### src/rtl/event_priority_if.sv
`default_nettype none
// ============================================================================
// Module : event_priority_if
// Brief  : MCU-facing bus of the event priority controller; the overflow_out
//          signal exists only when EVENT_OVERFLOW_EN is defined.
// Rev    : 1.0  initial release
// ============================================================================
interface event_priority_if #(
    parameter int NUM_EVENTS = 16
);
    logic [NUM_EVENTS-1:0] event_signals;
    logic                  priority_read;
    logic                  clear_all;
    logic [15:0]           priority_out;
    logic                  read_ack;
    logic [NUM_EVENTS-1:0] pending_out;
`ifdef EVENT_OVERFLOW_EN
    logic [NUM_EVENTS-1:0] overflow_out;

    modport master (
        output event_signals, priority_read, clear_all,
        input  priority_out, read_ack, pending_out, overflow_out
    );
    modport slave (
        input  event_signals, priority_read, clear_all,
        output priority_out, read_ack, pending_out, overflow_out
    );
`else
    modport master (
        output event_signals, priority_read, clear_all,
        input  priority_out, read_ack, pending_out
    );
    modport slave (
        input  event_signals, priority_read, clear_all,
        output priority_out, read_ack, pending_out
    );
`endif
endinterface
`default_nettype wire

### src/rtl/event_priority_controller.sv
`default_nettype none
// ============================================================================
// Module : event_priority_controller
// Brief  : Rising-edge event capture with a polled, read-to-retire priority
//          register. Optional sticky overflow flags under EVENT_OVERFLOW_EN.
// Rev    : 1.0  initial release
// ============================================================================
module event_priority_controller #(
    parameter int          NUM_EVENTS = 16,
    parameter logic [15:0] IDLE_CODE  = 16'hFFFF
) (
    input  wire logic         sysclk,
    input  wire logic         sysreset,
    event_priority_if.slave   bus
);
    logic [NUM_EVENTS-1:0] r_event_prev;
    logic [NUM_EVENTS-1:0] r_pending;
    logic [15:0]           r_priority;
    logic                  r_read_ack;

    logic [NUM_EVENTS-1:0] w_edge;
    logic [NUM_EVENTS-1:0] w_rd_clr;
    logic [15:0]           w_encode;
    logic                  w_read_hit;

    assign w_edge     = bus.event_signals & ~r_event_prev;
    assign w_read_hit = bus.priority_read && (r_priority != IDLE_CODE);

    // Scan high-to-low so the lowest set index is the last one written.
    always_comb begin
        w_encode = IDLE_CODE;
        for (int i = NUM_EVENTS - 1; i >= 0; i--) begin
            if (r_pending[i]) begin
                w_encode = 16'(i);
            end
        end
    end

    generate
        for (genvar k = 0; k < NUM_EVENTS; k++) begin : g_rd_clr
            assign w_rd_clr[k] = w_read_hit && (r_priority == 16'(k));
        end
    endgenerate

    // A new edge is ORed in after the read-clear so a coincident event survives.
    always_ff @(posedge sysclk or posedge sysreset) begin
        if (sysreset) begin
            r_event_prev <= '1;
            r_pending    <= '0;
            r_priority   <= IDLE_CODE;
            r_read_ack   <= 1'b0;
        end else begin
            r_event_prev <= bus.event_signals;
            r_read_ack   <= bus.priority_read;
            if (bus.clear_all) begin
                r_pending  <= '0;
                r_priority <= IDLE_CODE;
            end else begin
                r_pending  <= (r_pending & ~w_rd_clr) | w_edge;
                r_priority <= w_read_hit ? IDLE_CODE : w_encode;
            end
        end
    end

    assign bus.pending_out  = r_pending;
    assign bus.priority_out = r_priority;
    assign bus.read_ack     = r_read_ack;

`ifdef EVENT_OVERFLOW_EN
    logic [NUM_EVENTS-1:0] r_overflow;

    always_ff @(posedge sysclk or posedge sysreset) begin
        if (sysreset) begin
            r_overflow <= '0;
        end else if (bus.clear_all) begin
            r_overflow <= '0;
        end else begin
            r_overflow <= r_overflow | (w_edge & r_pending & ~w_rd_clr);
        end
    end

    assign bus.overflow_out = r_overflow;
`endif

endmodule
`default_nettype wire

### src/flat_wrapper.sv
// flat-port wrapper written by rule: the top's interface ports become plain ports
module event_priority_controller_flat 
#(
    parameter int          NUM_EVENTS = 16,
    parameter logic [15:0] IDLE_CODE  = 16'hFFFF
)
  (sysclk, sysreset, bus_event_signals, bus_priority_read, bus_clear_all, bus_priority_out, bus_read_ack, bus_pending_out);
  event_priority_if #(.NUM_EVENTS(NUM_EVENTS)) bus_i ();
  input  wire logic sysclk;
  input  wire logic sysreset;
  input wire logic [$bits(bus_i.event_signals)-1:0] bus_event_signals;
  input wire logic [$bits(bus_i.priority_read)-1:0] bus_priority_read;
  input wire logic [$bits(bus_i.clear_all)-1:0] bus_clear_all;
  output wire logic [$bits(bus_i.priority_out)-1:0] bus_priority_out;
  output wire logic [$bits(bus_i.read_ack)-1:0] bus_read_ack;
  output wire logic [$bits(bus_i.pending_out)-1:0] bus_pending_out;
  assign bus_i.event_signals = bus_event_signals;
  assign bus_i.priority_read = bus_priority_read;
  assign bus_i.clear_all = bus_clear_all;
  assign bus_priority_out = bus_i.priority_out;
  assign bus_read_ack = bus_i.read_ack;
  assign bus_pending_out = bus_i.pending_out;
  event_priority_controller #(.NUM_EVENTS(NUM_EVENTS), .IDLE_CODE(IDLE_CODE)) u_core (.sysclk(sysclk), .sysreset(sysreset), .bus(bus_i));
endmodule
### config.mk
export PLATFORM = sky130hd
export DESIGN_NAME = event_priority_controller_flat
export DESIGN_NICKNAME = d
export VERILOG_FILES = /design/src/rtl/event_priority_if.sv /design/src/rtl/event_priority_controller.sv /design/src/flat_wrapper.sv
export SDC_FILE = /design/constraint.sdc
export NUM_CORES = 1
export LEC_CHECK = 0
export ABC_CLOCK_PERIOD_IN_PS = 1780
export BUFFER_PORTS_ARGS = -buffer_cell sky130_fd_sc_hd__buf_2
export CAP_MARGIN = 15
export CELL_PAD_IN_SITES_DETAIL_PLACEMENT = 1
export CELL_PAD_IN_SITES_GLOBAL_PLACEMENT = 1
export CORE_MARGIN = 2
export CORE_UTILIZATION = 37
export DETAILED_ROUTE_END_ITERATION = 12
export GPL_TIMING_DRIVEN = 0
export PLACE_DENSITY = 0.82
export SLEW_MARGIN = 20
export SYNTH_ARGS = -nofsm -noshare
export SYNTH_HDL_FRONTEND = slang
export SYNTH_SLANG_ARGS = --single-unit
### constraint.sdc
create_clock -name sysclk -period 1.78 [get_ports sysclk]
set_input_delay 0.178 -clock sysclk [delete_from_list [all_inputs] [get_ports sysclk]]
set_output_delay 0.178 -clock sysclk [all_outputs]
set_load 0.01 [all_outputs]
==> impl_metrics.csv, run 1 <==
group,metric,value,unit
status,outcome,"completed",
clock_tree,clock_path_buffers,2,
drt,highest_layer,"met4",
power,power_per_cell_area,950,nW/um^2
clock_tree,cts.sink_count,38,
worst_setup_path,critical_path.startpoint_type,"register",
worst_setup_path,list_of_cells_traversed_by_the_critical_path,"and2b_1, nand3_1, o21ai_0, a21oi_1",
floorplanning,die_height,69.7,um
power,power.total,2080,uW
synth,yosysWarnings,0,
sta,hold_violations,0,
synth,yosys.cell_count.top_type,"sky130_fd_sc_hd__nand2b_1",
synth,synth_instances,145,
worst_setup_path,rr_startpoint,"u_core.bus.priority_out[14]$_DFF_PP1_",
synth,synthesis.nets,165,
layout,design_area,2190,um^2
worst_setup_path,end_kind,"register",
drt,post-route-drc-count,0,
sta,max_slew_margin,48.9,%
global_route,grt-ovfl-total,0,
synth,netlist.area_leader.share,34.5,%
sta,timing_worst_slew_pin_value,0.765,ns
worst_setup_path,worst-path-stages,4,
global_route,grt_start_max_net_pins,39,
worst_setup_path,path_buf_inv,0,
global_route,antenna_violations_before_repair,0,
global_route,first_pass_grt_wire_length,6790,um
drt,detailedRoute.firstIterationViolations,56,
floorplanning,number_of_placement_rows,23,
clock_tree,tritoncts,"yes",
drt,wl_met3,245,um
worst_setup_path,rrSetupSlack,0.28,ns
worst_setup_path,critPathRequiredTime,1.99,ns
floorplanning,design.portCount,53,
sta,grt_setup_unrepaired,"false",
drt,viasPerCell,5.02,
synth,synth_common_cells,"22 x sky130_fd_sc_hd__nand2b_1, 21 x sky130_fd_sc_hd__dfstp_2, 17 x sky130_fd_sc_hd__a21oi_1, 17 x sky130_fd_sc_hd__dfrtp_1, 17 x sky130_fd_sc_hd__o21ai_0",
power,cellLeakagePower,0.000994,uW
clock_tree,clk_latency,0.29,ns
placed_design,place.detailed.hpwl,2880,um
synth,post_synth_instance_area,1600,um^2
sta,post-route-period-util,84.4,%
worst_setup_path,crit-reg2reg-capture,"u_core.bus.pending_out[7]$_DFF_PP0_",
placed_design,dpl_worst_slack,0.301,ns
drt,dr_wl_met2,1940,um
drt,ant_nets,0,
drt,totalWireLength,4000,um
floorplanning,die_w,69.7,um
flow_run,cap_violations,0,
sta,finalCriticalPeriod,1.50,ns
clock_tree,post_cts_resized,0,
drt,detail_route.first_pass.iterations,4,
power,peak_supply_drop,0.556,mV
synth,async_flop_share,100,%
sta,setup_total_negative_slack,0,ns
clock_tree,numCtsBuffers,5,
synth,post_synth_num_cell_types,23,
layout,final_core_util,53.5,%
drt,post_drt_wl_per_cell,14.8,um
synth,post-synth-top-area-cell,"sky130_fd_sc_hd__dfstp_2",
sta,achievable-frequency,665,MHz
sta,clk_skew,0.00672,ns
layout,inserted_diodes,0,
worst_setup_path,reg2reg_depth,4,
floorplanning,core_area,4090,um^2
sta,report.final.setup_viol,0,
worst_setup_path,crit_arrival,1.72,ns
sta,worst_slack,0.277,ns
synth,synthTopCellsByArea,"sky130_fd_sc_hd__dfstp_2 35%, sky130_fd_sc_hd__dfrtp_1 27%, sky130_fd_sc_hd__nand2b_1 8.6%",
placed_design,gp_routability_congestion,0.845,
global_route,first_global_vias,1450,
synth,synth_flop_cell,"sky130_fd_sc_hd__dfstp_2",
worst_setup_path,timing.critical_path.slowest_cell_delay,0.65,ns
clock_tree,clk_pin_slew_worst_paths,0.07,ns
layout,drive_above_1_share,44.1,%
worst_hold_path,class_of_the_worst_hold_path,"input pin to async pin",
global_route,grt_util_all_layers,17.6,%
sta,slew_violations,0,
synth,synth-edff-count,0,
worst_setup_path,worstSetupPathType,"register to register",
layout,area.growth.synth_to_final,36.7,%
worst_setup_path,path_max_fanout,14,
clock_tree,clock_root_buffer,"sky130_fd_sc_hd__clkbuf_8",
synth,synthesis.area_per_instance,11.0,um^2
floorplanning,floorplan.initialDensity,39.1,%
floorplanning,design.die.area,4860,um^2
placed_design,postPlaceCellArea,1920,um^2
worst_setup_path,crit_start,"u_core.bus.priority_out[14]$_DFF_PP1_",
synth,flops_latches_synth,38,
placed_design,place.port_buffers,51,
worst_setup_path,crit_path_end,"u_core.bus.pending_out[7]$_DFF_PP0_",
drt,detail_route.wirelength.met1,1740,um
drt,via_count,1355,
clock_tree,cts_max_level,2,
clock_tree,post_cts_buffers,0,
worst_setup_path,crit_path_top_delay_cell,"sky130_fd_sc_hd__dfstp_2",
worst_setup_path,critPathTopFamily,"flip-flops",
layout,num-nets-final,239,
synth,synth_seq_area_share,61.1,%
-- layout make-up --
| type | count | area [um^2] |
|---|---|---|
| buffer | 13 | 93.8 |
| clock buffer | 5 | 68.8 |
| inverter | 3 | 11.3 |
| fill | 470 | 1900 |
| timing repair buffer | 67 | 415 |
| clock inverter | 3 | 40.0 |
| tap | 50 | 62.6 |
| sequential | 38 | 977 |
| multi-input combinational | 91 | 517 |
-- cell families (layout without fill, tap and decap cells) --
logic type,after synthesis,count (layout),share of synthesized area (%)
AND/OR/NAND/NOR,50,50,17.3
AO/OA/AOI/OAI,41,41,15.0
flip-flops,38,38,61.1
buffers and inverters,16,91,6.57
-- layout by cell type (no fill, tap or decap), drive strengths merged, types with 2 or more instances in the layout --
cell type and count:
nor2 9, inv 3, a221o 2, nand2 5, nand3b 2, nand3 5
clkbuf 6, nor4 2, o21ai 17, dfrtp 17, dlygate4sd3 16, clkinv 2
dfstp 21, nand2b 22, buf 63, nor3 3, a21oi 17
-- power breakdown --
part | switching (uW) | internal [uW] | total, uW | leakage [uW]
Clock | 304 | 412 | 716 | 0.0000579
Combinational | 173 | 176 | 349 | 0.000494
Sequential | 66.8 | 945 | 1010 | 0.000442
Total | 543 | 1530 | 2080 | 0.000994
-- per-stage QoR --
step                instances  hold slack [ns]
floorplan                 145            0.182
global placement          246            0.294
detailed placement        246            0.295
CTS                       270           0.0135
global route              270           0.0118
finish                    270           0.0180
-- what timing repair did --
action / CTS / global route
endpoints found under the setup margin: 0 / 0
hold buffers: 16 / 0
hold endpoints to repair: 16 / 0
-- worst min path at each step --
stage                                                end  slack (ns)  depth (start not counted)
floorplan               u_core.r_event_prev[0]$_DFF_PP1_        0.18                          0
global placement       u_core.r_event_prev[12]$_DFF_PP1_        0.29                          1
detailed placement     u_core.r_event_prev[10]$_DFF_PP1_        0.30                          1
CTS                        u_core.bus.read_ack$_DFF_PP0_        0.01                          1
global route               u_core.bus.read_ack$_DFF_PP0_        0.01                          1
finish              u_core.bus.pending_out[10]$_DFF_PP0_        0.02                          2
-- routing by layer --
metal,global-route usage [%],up-vias
li1,-,635
met1,22.4,662
met2,28.0,51
met3,6.10,7
met4,6.41,0
met5,0,-
-- registers in the layout, summed over array words and instances (netlist names) --
register                 cells
u_core.bus.read_ack          1
u_core.r_event_prev         16
u_core.bus.priority_out      5
u_core.bus.pending_out      16
No activity file was read; power rests on OpenSTA's default activity.
==> run 2: changes to the inputs <==
--- a/config.mk
+++ b/config.mk
@@ -5,7 +5,7 @@
 export SDC_FILE = /design/constraint.sdc
 export NUM_CORES = 1
 export LEC_CHECK = 0
-export ABC_CLOCK_PERIOD_IN_PS = 1780
+export ABC_CLOCK_PERIOD_IN_PS = 1450
 export BUFFER_PORTS_ARGS = -buffer_cell sky130_fd_sc_hd__buf_2
 export CAP_MARGIN = 15
 export CELL_PAD_IN_SITES_DETAIL_PLACEMENT = 1
==> constraint.sdc (replaced) <==
create_clock -name sysclk -period 1.45 [get_ports sysclk]
set_input_delay 0.145 -clock sysclk [delete_from_list [all_inputs] [get_ports sysclk]]
set_output_delay 0.145 -clock sysclk [all_outputs]
set_load 0.01 [all_outputs]
==> impl_metrics.csv, run 2 (synthesis gave the netlist of run 1 again) <==
group,metric,value,unit
sta,finalCriticalPeriod,1.36,ns
power,power.total,2570,uW
layout,drive_above_1_share,44.6,%
power,peak_supply_drop,0.685,mV
placed_design,gp_routability_congestion,0.845,
drt,via_count,1366,
floorplanning,floorplan.initialDensity,39.1,%
drt,totalWireLength,4020,um
drt,viasPerCell,5.02,
worst_setup_path,rrSetupSlack,0.11,ns
drt,ant_nets,0,
global_route,first_global_vias,1468,
worst_setup_path,list_of_cells_traversed_by_the_critical_path,"dlygate4sd3_1, buf_2, and2b_1, nand3_1, o31ai_1, a21oi_1",
sta,timing_worst_slew_pin_value,0.771,ns
clock_tree,clk_pin_slew_worst_paths,0.08,ns
global_route,grt-ovfl-total,0,
floorplanning,die_w,69.7,um
sta,slew_violations,0,
placed_design,postPlaceCellArea,1920,um^2
status,failed_checks,"negative hold slack",
worst_setup_path,rr_startpoint,"u_core.bus.priority_out[14]$_DFF_PP1_",
drt,post_drt_wl_per_cell,14.8,um
worst_setup_path,crit-reg2reg-capture,"u_core.bus.pending_out[6]$_DFF_PP0_",
clock_tree,clock_path_buffers,2,
worst_setup_path,worstSetupPathType,"input pin to register",
sta,achievable-frequency,738,MHz
layout,design_area,2230,um^2
sta,final.hold.worst_slack,-0.0102,ns
status,outcome,"finished with violations",
placed_design,place.port_buffers,51,
floorplanning,die_height,69.7,um
worst_setup_path,path_max_fanout,5,
sta,report.final.setup_viol,0,
clock_tree,clk_latency,0.29,ns
power,cellLeakagePower,0.00101,uW
global_route,grt_util_all_layers,17.8,%
floorplanning,design.die.area,4860,um^2
global_route,first_pass_grt_wire_length,6840,um
floorplanning,core_area,4090,um^2
drt,post-route-drc-count,0,
worst_setup_path,crit_path_top_delay_cell,"sky130_fd_sc_hd__dlygate4sd3_1",
floorplanning,number_of_placement_rows,23,
flow_run,cap_violations,0,
sta,setup_total_negative_slack,0,ns
layout,final_core_util,54.5,%
layout,area.growth.synth_to_final,39.2,%
power,power_per_cell_area,1150,nW/um^2
sta,max_slew_margin,48.5,%
layout,inserted_diodes,0,
clock_tree,cts.sink_count,38,
worst_setup_path,end_kind,"register",
clock_tree,tritoncts,"yes",
sta,clk_skew,0.00693,ns
worst_hold_path,class_of_the_worst_hold_path,"input pin to async pin",
worst_setup_path,timing.critical_path.slowest_cell_delay,0.53,ns
floorplanning,design.portCount,53,
worst_setup_path,reg2reg_depth,4,
global_route,grt_start_max_net_pins,39,
drt,detail_route.first_pass.iterations,4,
worst_setup_path,critical_path.startpoint_type,"input pin",
sta,post-route-period-util,93.5,%
sta,hold_violations,15,
worst_setup_path,critPathTopFamily,"buffers and inverters",
drt,detailedRoute.firstIterationViolations,47,
worst_setup_path,crit_arrival,1.51,ns
clock_tree,clock_root_buffer,"sky130_fd_sc_hd__clkbuf_8",
layout,layout.cells.most_common_list,"51 x sky130_fd_sc_hd__buf_2, 22 x sky130_fd_sc_hd__nand2b_1, 21 x sky130_fd_sc_hd__dfstp_2",
placed_design,place.detailed.hpwl,2880,um
worst_setup_path,critPathRequiredTime,1.61,ns
global_route,antenna_violations_before_repair,0,
clock_tree,cts_max_level,2,
layout,num-nets-final,241,
worst_setup_path,path_buf_inv,2,
layout,layout_commonest_cell,"sky130_fd_sc_hd__buf_2",
clock_tree,numCtsBuffers,5,
[run 2: cell types whose count changed in the layout (fill, tap and decap cells not counted)]
cell,before,now
sky130_fd_sc_hd__nor2_4,0,1
sky130_fd_sc_hd__dlygate4sd3_1,16,17
sky130_fd_sc_hd__buf_12,0,1
sky130_fd_sc_hd__nand3_2,0,1
sky130_fd_sc_hd__nor2_2,2,1
sky130_fd_sc_hd__nand3_1,5,4
sky130_fd_sc_hd__o21ai_1,0,4
sky130_fd_sc_hd__o21ai_0,17,13
[run 2: where the power goes]
group	internal, uW	switching (uW)	leakage (uW)	total, uW
registers	1160	75.6	0.000442	1240
logic	232	225	0.000509	457
clock network	506	372	0.0000579	878
[run 2: layer usage]
layer	global-route usage [%]	share of wire, %	up-vias
met5	0	0	-
met4	6.41	2.2	0
met3	5.96	5.9	9
met2	28.6	49	48
met1	22.4	42	666
li1	-	-	643
[run 2: worst max path at each step]
stage / depth (start not counted) / start / slack (ns) / end
floorplan: 4 / u_core.bus.priority_out[14]$_DFF_PP1_ / 0.16 / u_core.bus.pending_out[3]$_DFF_PP0_
global placement: 2 / sysreset / -0.03 / u_core.bus.pending_out[15]$_DFF_PP0_
finish: 6 / bus_priority_read / 0.09 / u_core.bus.pending_out[12]$_DFF_PP0_
CTS: 6 / bus_priority_read / 0.04 / u_core.bus.pending_out[7]$_DFF_PP0_
detailed placement: 4 / u_core.bus.priority_out[14]$_DFF_PP1_ / -0.03 / u_core.bus.pending_out[7]$_DFF_PP0_
global route: 6 / bus_priority_read / -0.01 / u_core.bus.pending_out[12]$_DFF_PP0_
[run 2: cell type report]
cell class / count / area (um^2)
fillers: 467 / 1860
flip-flops and latches: 38 / 977
multi-input cells: 91 / 527
repair buffers: 69 / 445
plain buffers: 13 / 93.8
clock buffers: 5 / 68.8
well taps: 50 / 62.6
clock inverters: 3 / 40.0
inverters: 3 / 11.3
[run 2: repair_timing]
item | CTS | global route
hold buffers | 17 | 0
gates resized for setup | 0 | 6
hold endpoints to repair | 17 | 0
buffers inserted | 1 | 0
setup endpoints to repair | 5 | 3
[run 2: stage by stage]
stage / setup slack [ns] / instances / hold WS, ns
after floorplan: 0.158 / 145 / 0.149
after global placement: -0.0272 / 246 / 0.261
after detailed placement: -0.0292 / 246 / 0.262
after CTS: 0.0413 / 272 / 0.0156
after global routing: -0.00950 / 272 / 0.0607
final: 0.0949 / 272 / -0.0102
